--- config.mk ---
export PLATFORM = sky130hd
export DESIGN_NAME = branch_predictor
export DESIGN_NICKNAME = d
export VERILOG_FILES = /design/src/rtl/branch_predictor_pkg.sv /design/src/rtl/branch_predictor_counter.sv /design/src/rtl/branch_predictor.sv
export SDC_FILE = /design/constraint.sdc
export NUM_CORES = 2
export LEC_CHECK = 0
export CORE_MARGIN = 8
export CORE_UTILIZATION = 52
export DETAILED_ROUTE_END_ITERATION = 10
export GPL_TIMING_DRIVEN = 1
export PLACE_DENSITY = 0.72
export SLEW_MARGIN = 40
export SYNTH_ARGS = -nofsm -noshare
export SYNTH_HDL_FRONTEND = slang
export SYNTH_HIERARCHICAL = 1
export SYNTH_SLANG_ARGS = --single-unit
--- constraint.sdc ---
create_clock -name CLK -period 4.4 [get_ports CLK]
set_input_delay 0.88 -clock CLK [delete_from_list [all_inputs] [get_ports CLK]]
set_output_delay 0.88 -clock CLK [all_outputs]
set_load 0.03 [all_outputs]
--- src/rtl/branch_predictor_pkg.sv ---
// Shared constants and saturating-arithmetic helpers for the branch predictor slice.
package branch_predictor_pkg;

  localparam int WORD_ADDR_LSB = 2;
  localparam int SAT_MAX_W     = 64;

  typedef logic [SAT_MAX_W-1:0] sat_word_t;

  function automatic sat_word_t sat_max(input int w);
    return (w >= SAT_MAX_W) ? '1 : ((sat_word_t'(1) << w) - sat_word_t'(1));
  endfunction

  // Counters narrower than SAT_MAX_W are zero-extended into a sat_word_t before calling these.
  function automatic sat_word_t sat_inc(input sat_word_t v, input int w);
    return (v >= sat_max(w)) ? sat_max(w) : v + sat_word_t'(1);
  endfunction

  function automatic sat_word_t sat_dec(input sat_word_t v);
    return (v == '0) ? '0 : v - sat_word_t'(1);
  endfunction

endpackage

--- src/rtl/branch_predictor_counter.sv ---
// Generic saturating up/down counter with synchronous clear/load and async active-low reset.
module sat_counter
  import branch_predictor_pkg::*;
#(
  parameter int W = 2
) (
  input  logic         CLK,
  input  logic         nRST,
  input  logic         clear,
  input  logic         load,
  input  logic [W-1:0] load_val,
  input  logic         inc,
  input  logic         dec,
  output logic [W-1:0] count
);

  logic [W-1:0] count_next;
  sat_word_t    inc_w;
  sat_word_t    dec_w;

  // Clear beats load beats counting; simultaneous inc and dec cancel out.
  always_comb begin
    inc_w      = sat_inc(sat_word_t'(count), W);
    dec_w      = sat_dec(sat_word_t'(count));
    count_next = count;
    if (clear)
      count_next = '0;
    else if (load)
      count_next = load_val;
    else if (inc && !dec)
      count_next = inc_w[W-1:0];
    else if (dec && !inc)
      count_next = dec_w[W-1:0];
  end

  always_ff @(posedge CLK or negedge nRST) begin
    if (!nRST)
      count <= '0;
    else
      count <= count_next;
  end

endmodule

--- src/rtl/branch_predictor.sv ---
// Direct-mapped BTB with per-entry saturating direction counters and perf counters.
module branch_predictor
  import branch_predictor_pkg::*;
#(
  parameter int ENTRIES = 16,
  parameter int CNT_W   = 2,
  parameter int PERF_W  = 32
) (
  input  logic              CLK,
  input  logic              nRST,
  input  logic [31:0]       lookup_pc,
  output logic              lookup_hit,
  output logic              predict_taken,
  output logic [31:0]       predict_pc,
  input  logic              update_en,
  input  logic [31:0]       update_pc,
  input  logic              update_taken,
  input  logic [31:0]       update_target,
  input  logic              update_mispredict,
  input  logic              clear_en,
  output logic [PERF_W-1:0] perf_updates,
  output logic [PERF_W-1:0] perf_mispredicts
);

  localparam int IDX_W = $clog2(ENTRIES);
  localparam int TAG_W = 30 - IDX_W;
  localparam logic [CNT_W-1:0] CNT_WEAK = CNT_W'(1) << (CNT_W - 1);

  typedef struct packed {
    logic             valid;
    logic [TAG_W-1:0] tag;
    logic [31:0]      target;
  } btb_entry_t;

  btb_entry_t                    entries [ENTRIES];
  logic [ENTRIES-1:0][CNT_W-1:0] cnt_q;

  logic [IDX_W-1:0] lk_idx;
  logic [TAG_W-1:0] lk_tag;
  logic [IDX_W-1:0] up_idx;
  logic [TAG_W-1:0] up_tag;
  btb_entry_t       lk_entry;
  btb_entry_t       up_entry;
  logic             up_hit;
  logic             up_write;
  logic             unused_pc_lsbs;

  assign lk_idx = lookup_pc[IDX_W+WORD_ADDR_LSB-1:WORD_ADDR_LSB];
  assign lk_tag = lookup_pc[31:IDX_W+WORD_ADDR_LSB];
  assign up_idx = update_pc[IDX_W+WORD_ADDR_LSB-1:WORD_ADDR_LSB];
  assign up_tag = update_pc[31:IDX_W+WORD_ADDR_LSB];

  assign unused_pc_lsbs = ^{lookup_pc[1:0], update_pc[1:0]};

  // Lookup reads the registered state only, so a same-cycle update is not bypassed.
  assign lk_entry      = entries[lk_idx];
  assign lookup_hit    = lk_entry.valid && (lk_entry.tag == lk_tag);
  assign predict_taken = lookup_hit && cnt_q[lk_idx][CNT_W-1];
  assign predict_pc    = predict_taken ? lk_entry.target : lookup_pc + 32'd4;

  assign up_entry = entries[up_idx];
  assign up_hit   = up_entry.valid && (up_entry.tag == up_tag);
  assign up_write = update_en && !clear_en;

  // A taken outcome always (re)writes the entry: a hit refreshes the target, a miss replaces it.
  always_ff @(posedge CLK or negedge nRST) begin
    if (!nRST) begin
      for (int i = 0; i < ENTRIES; i++)
        entries[i] <= '0;
    end else if (clear_en) begin
      for (int i = 0; i < ENTRIES; i++)
        entries[i].valid <= 1'b0;
    end else if (update_en && update_taken) begin
      entries[up_idx] <= '{valid: 1'b1, tag: up_tag, target: update_target};
    end
  end

  for (genvar i = 0; i < ENTRIES; i++) begin : g_dir
    logic sel;
    assign sel = up_write && (up_idx == IDX_W'(i));

    sat_counter #(.W(CNT_W)) u_dir (
      .CLK      (CLK),
      .nRST     (nRST),
      .clear    (clear_en),
      .load     (sel && !up_hit && update_taken),
      .load_val (CNT_WEAK),
      .inc      (sel && up_hit && update_taken),
      .dec      (sel && up_hit && !update_taken),
      .count    (cnt_q[i])
    );
  end

  // Perf counters keep counting through clear_en; only reset zeroes them.
  sat_counter #(.W(PERF_W)) u_perf_updates (
    .CLK      (CLK),
    .nRST     (nRST),
    .clear    (1'b0),
    .load     (1'b0),
    .load_val ('0),
    .inc      (update_en),
    .dec      (1'b0),
    .count    (perf_updates)
  );

  sat_counter #(.W(PERF_W)) u_perf_mispredicts (
    .CLK      (CLK),
    .nRST     (nRST),
    .clear    (1'b0),
    .load     (1'b0),
    .load_val ('0),
    .inc      (update_en && update_mispredict),
    .dec      (1'b0),
    .count    (perf_mispredicts)
  );

endmodule

==> impl_metrics.json <==
{
  "nets": 4988,
  "rsz0062_at_grt": "true",
  "numPortBuffers": 197,
  "worst_slew_pin_slew_ns": 0.855,
  "wire_per_inst_um": 27.3,
  "ys_types": 100,
  "setup_violations": 34,
  "cts_buffer_depth": 3,
  "synth_flop_cell": "dfrtp_1",
  "cts-root-buf": "clkbuf_16",
  "vias": 41213,
  "firstDrtPassIters": 6,
  "worst_setup_path_end_kind": "primary output",
  "period_needed_ns": 5.17,
  "synth_top_family_by_area": "multiplexers",
  "slew_headroom_pct": 43.0,
  "p_per_area_nw_per_um2": 386,
  "synth_xor_area_share_pct": 1.88,
  "drtIter0Drc": 4060,
  "die_y_um": 348,
  "async_reset_ff_share_pct": 100,
  "synth_edf_count": 0,
  "use_met2_pct": 43.2,
  "via_per_inst": 6.39,
  "violations": "negative setup slack",
  "fin_ws_ns": -0.765,
  "critPathMaxFanout": 12,
  "layout-drive-gt1-share_pct": 44.0,
  "hold_viol_final": 0,
  "use_met1_pct": 40.5,
  "placed_area_um2": 64000,
  "maxSlewViolCount": 0,
  "synth_cells": 4345,
  "cp.required_ns": 3.52,
  "tritoncts": "built",
  "synth_compound_area_share_pct": 6.42,
  "start_kind": "primary input",
  "grt_pass1_wl_um": 269000,
  "grt_max_degree": 89,
  "drv_cap": 0,
  "start_util_pct": 52.1,
  "preCtsSetupSlack_ns": -0.864,
  "avgSynthCellArea_um2": 13.2,
  "busiest_layer": "met2",
  "h-tree-depth": 3,
  "syn_area_um2": 57400,
  "core_region_area_um2": 110000,
  "grt_usage_pct": 28.8,
  "antenna_found_initial": 10,
  "finalPower_uw": 26600,
  "first_global_vias": 41760,
  "std_cell_rows": 122,
  "die_area_um2": 121000,
  "use_met3_pct": 8.21,
  "synth_seq_cells": 1040,
  "synthSimpleGateAreaFrac_pct": 6.57,
  "synth_fa_ha_area_share_pct": 0.545,
  "place.gp.congestion": 0.987,
  "die_w_um": 348,
  "vdd_drop_max_v": 0.000378,
  "fmax_mhz": 194,
  "synth_mux_area_share_pct": 35.5,
  "finish.utilization_pct": 62.7,
  "route.detailed.drc": 0,
  "grt.overflow.total": 0,
  "final_cell_area_um2": 69000,
  "arrival_ns": 4.29,
  "outcome": "finished with violations",
  "yosysSeqAreaShare_pct": 45.3,
  "syn2layout_area_growth_pct": 20.3,
  "path_clk_slew_ns": 0.06,
  "cts_buffers": 113,
  "cts.sinks": 1040,
  "hold_path_class": "in -> async",
  "ys_warn_count": 6,
  "tns_ns": -24.12,
  "cellLeakagePower_uw": 0.0304,
  "wl_um": 176000,
  "fillers": 8058,
  "ant_nets": 0,
  "clock_skew_ns": 0.0547,
  "hold_buffers": 0,
  "insertion_delay_ns": 0.73,
  "dpl.hpwl_um": 114000,
  "worstSetupPathType": "in -> out",
  "io_pins": 200,
  "period_share_pct": 117
}
-- state kept, by name, summed over array words and instances (netlist names) --
register / flops
entries: 944
g_dir.u_dir/count: 32
u_perf_mispredicts/count: 32
u_perf_updates/count: 32
-- area by class of cell --
cell class / instances / area [um2] / area share [%]
clock inverter: 49 / 589 / 0.854
clock buffer: 162 / 3350 / 4.86
antenna: 7 / 17.5 / 0.0254
sequential: 1040 / 26000 / 37.7
tap: 1488 / 1860 / 2.70
timing repair buffer: 684 / 6730 / 9.75
multi-input combinational: 2944 / 30200 / 43.7
inverter: 78 / 295 / 0.428
-- cells in the final DEF, fill, tap and decap left out, types with 54 or more instances in the layout --
cell type,Yosys,layout
clkdlybuf4s50_1,0,152
conb_1,2,118
inv_1,76,75
buf_6,27,54
xnor2_1,80,78
clkbuf_16,0,114
buf_12,3,63
o21ai_0,95,94
buf_4,9,395
mux4_2,357,360
mux2i_1,104,93
nand3_1,65,62
dfrtp_1,1040,1040
nand2_1,146,145
mux2_2,948,945
a21oi_1,71,71
nor2_1,145,127
nor3_1,85,82
-- Yosys cell counts, drive strengths merged (11+ instances only) --
master / n / area share (%)
xnor2: 80 / 1.2
o211ai: 17 / 0.23
nor2: 145 / 0.95
a22oi: 43 / 0.56
nand2: 146 / 0.95
o21bai: 18 / 0.24
o31a: 18 / 0.27
or4: 12 / 0.18
inv: 76 / 0.50
buf: 122 / 1.4
nor4: 51 / 0.63
a311oi: 19 / 0.46
and2: 21 / 0.23
mux2: 977 / 19
dfrtp: 1040 / 45
ha: 25 / 0.55
o31ai: 26 / 0.40
or3: 14 / 0.15
o21ai: 127 / 1.1
a31oi: 32 / 0.35
clkbuf: 277 / 1.8
o22ai: 31 / 0.34
nand3b: 14 / 0.18
nand4: 47 / 0.51
and3: 21 / 0.23
xor2: 43 / 0.66
a21o: 30 / 0.39
mux4: 364 / 14
a221oi: 11 / 0.17
a21oi: 71 / 0.62
mux2i: 104 / 1.8
nand2b: 11 / 0.12
nand3: 67 / 0.61
nor3: 87 / 0.78
nor2b: 35 / 0.38
-- metrics by stage --
step / hold slack, ns / std cells
after floorplan: 0.465 / 4461
after CTS: 0.135 / 6414
after global routing: 0.156 / 6446
after detailed placement: 0.487 / 6189
after global placement: 0.477 / 6186
final: 0.157 / 6452
-- power breakdown --
group	internal [uW]	leakage [uW]	switching, uW
combinational	2760	0.0147	2320
sequential	10800	0.0138	897
clock	5790	0.00192	4120
total	19300	0.0304	7340
-- metal layers --
| layer | up-vias | part of all wire, % |
|---|---|---|
| li1 | 17410 | - |
| met1 | 21441 | 41 |
| met2 | 1958 | 45 |
| met3 | 396 | 11 |
| met4 | 8 | 3.4 |
| met5 | - | 0.027 |
-- worst max-delay path, stage by stage --
cell       delay [ns]
buf_6            0.11
buf_12           0.16
buf_4            0.23
buf_4            0.19
mux4_2           0.34
mux2i_4          0.23
o22ai_1          0.14
nor3_2           0.19
a31oi_2          0.05
or4_4            0.52
nor4_4           0.29
buf_6            0.16
buf_12           0.16
clkbuf_16        0.16
mux2_4           0.30
buf_6            0.14
-- cell families after synthesis --
family                   after synthesis
multiplexers                        1445
flip-flops                          1040
AND/OR/NAND/NOR                      712
buffers and inverters                477
AO/OA/AOI/OAI                        521
adder cells (fa/ha/maj)               25
XOR/XNOR                             123
other                                  2
-- repair_timing --
action	CTS	global route
gates cloned	4	1
buffers inserted	10	34
setup endpoints to repair	34	60
pin swaps	1	22
resized for setup	67	70
-- worst paths after layout --
path	cells past startpoint	to	start	slack [ns]
max	16	predict_pc[15]	lookup_pc[4]	-0.77
min in group CLK	1	entries[783]	entries[783]	0.50
min	2	entries[467]	nRST	0.16
min reg2reg	1	entries[783]	entries[783]	0.50
max reg2reg	16	g_dir[14].u_dir/count[0]	entries[700]	0.23
max in group asynchronous	4	entries[607]	nRST	3.05
Note: power is estimated with default switching activity, not from simulation.
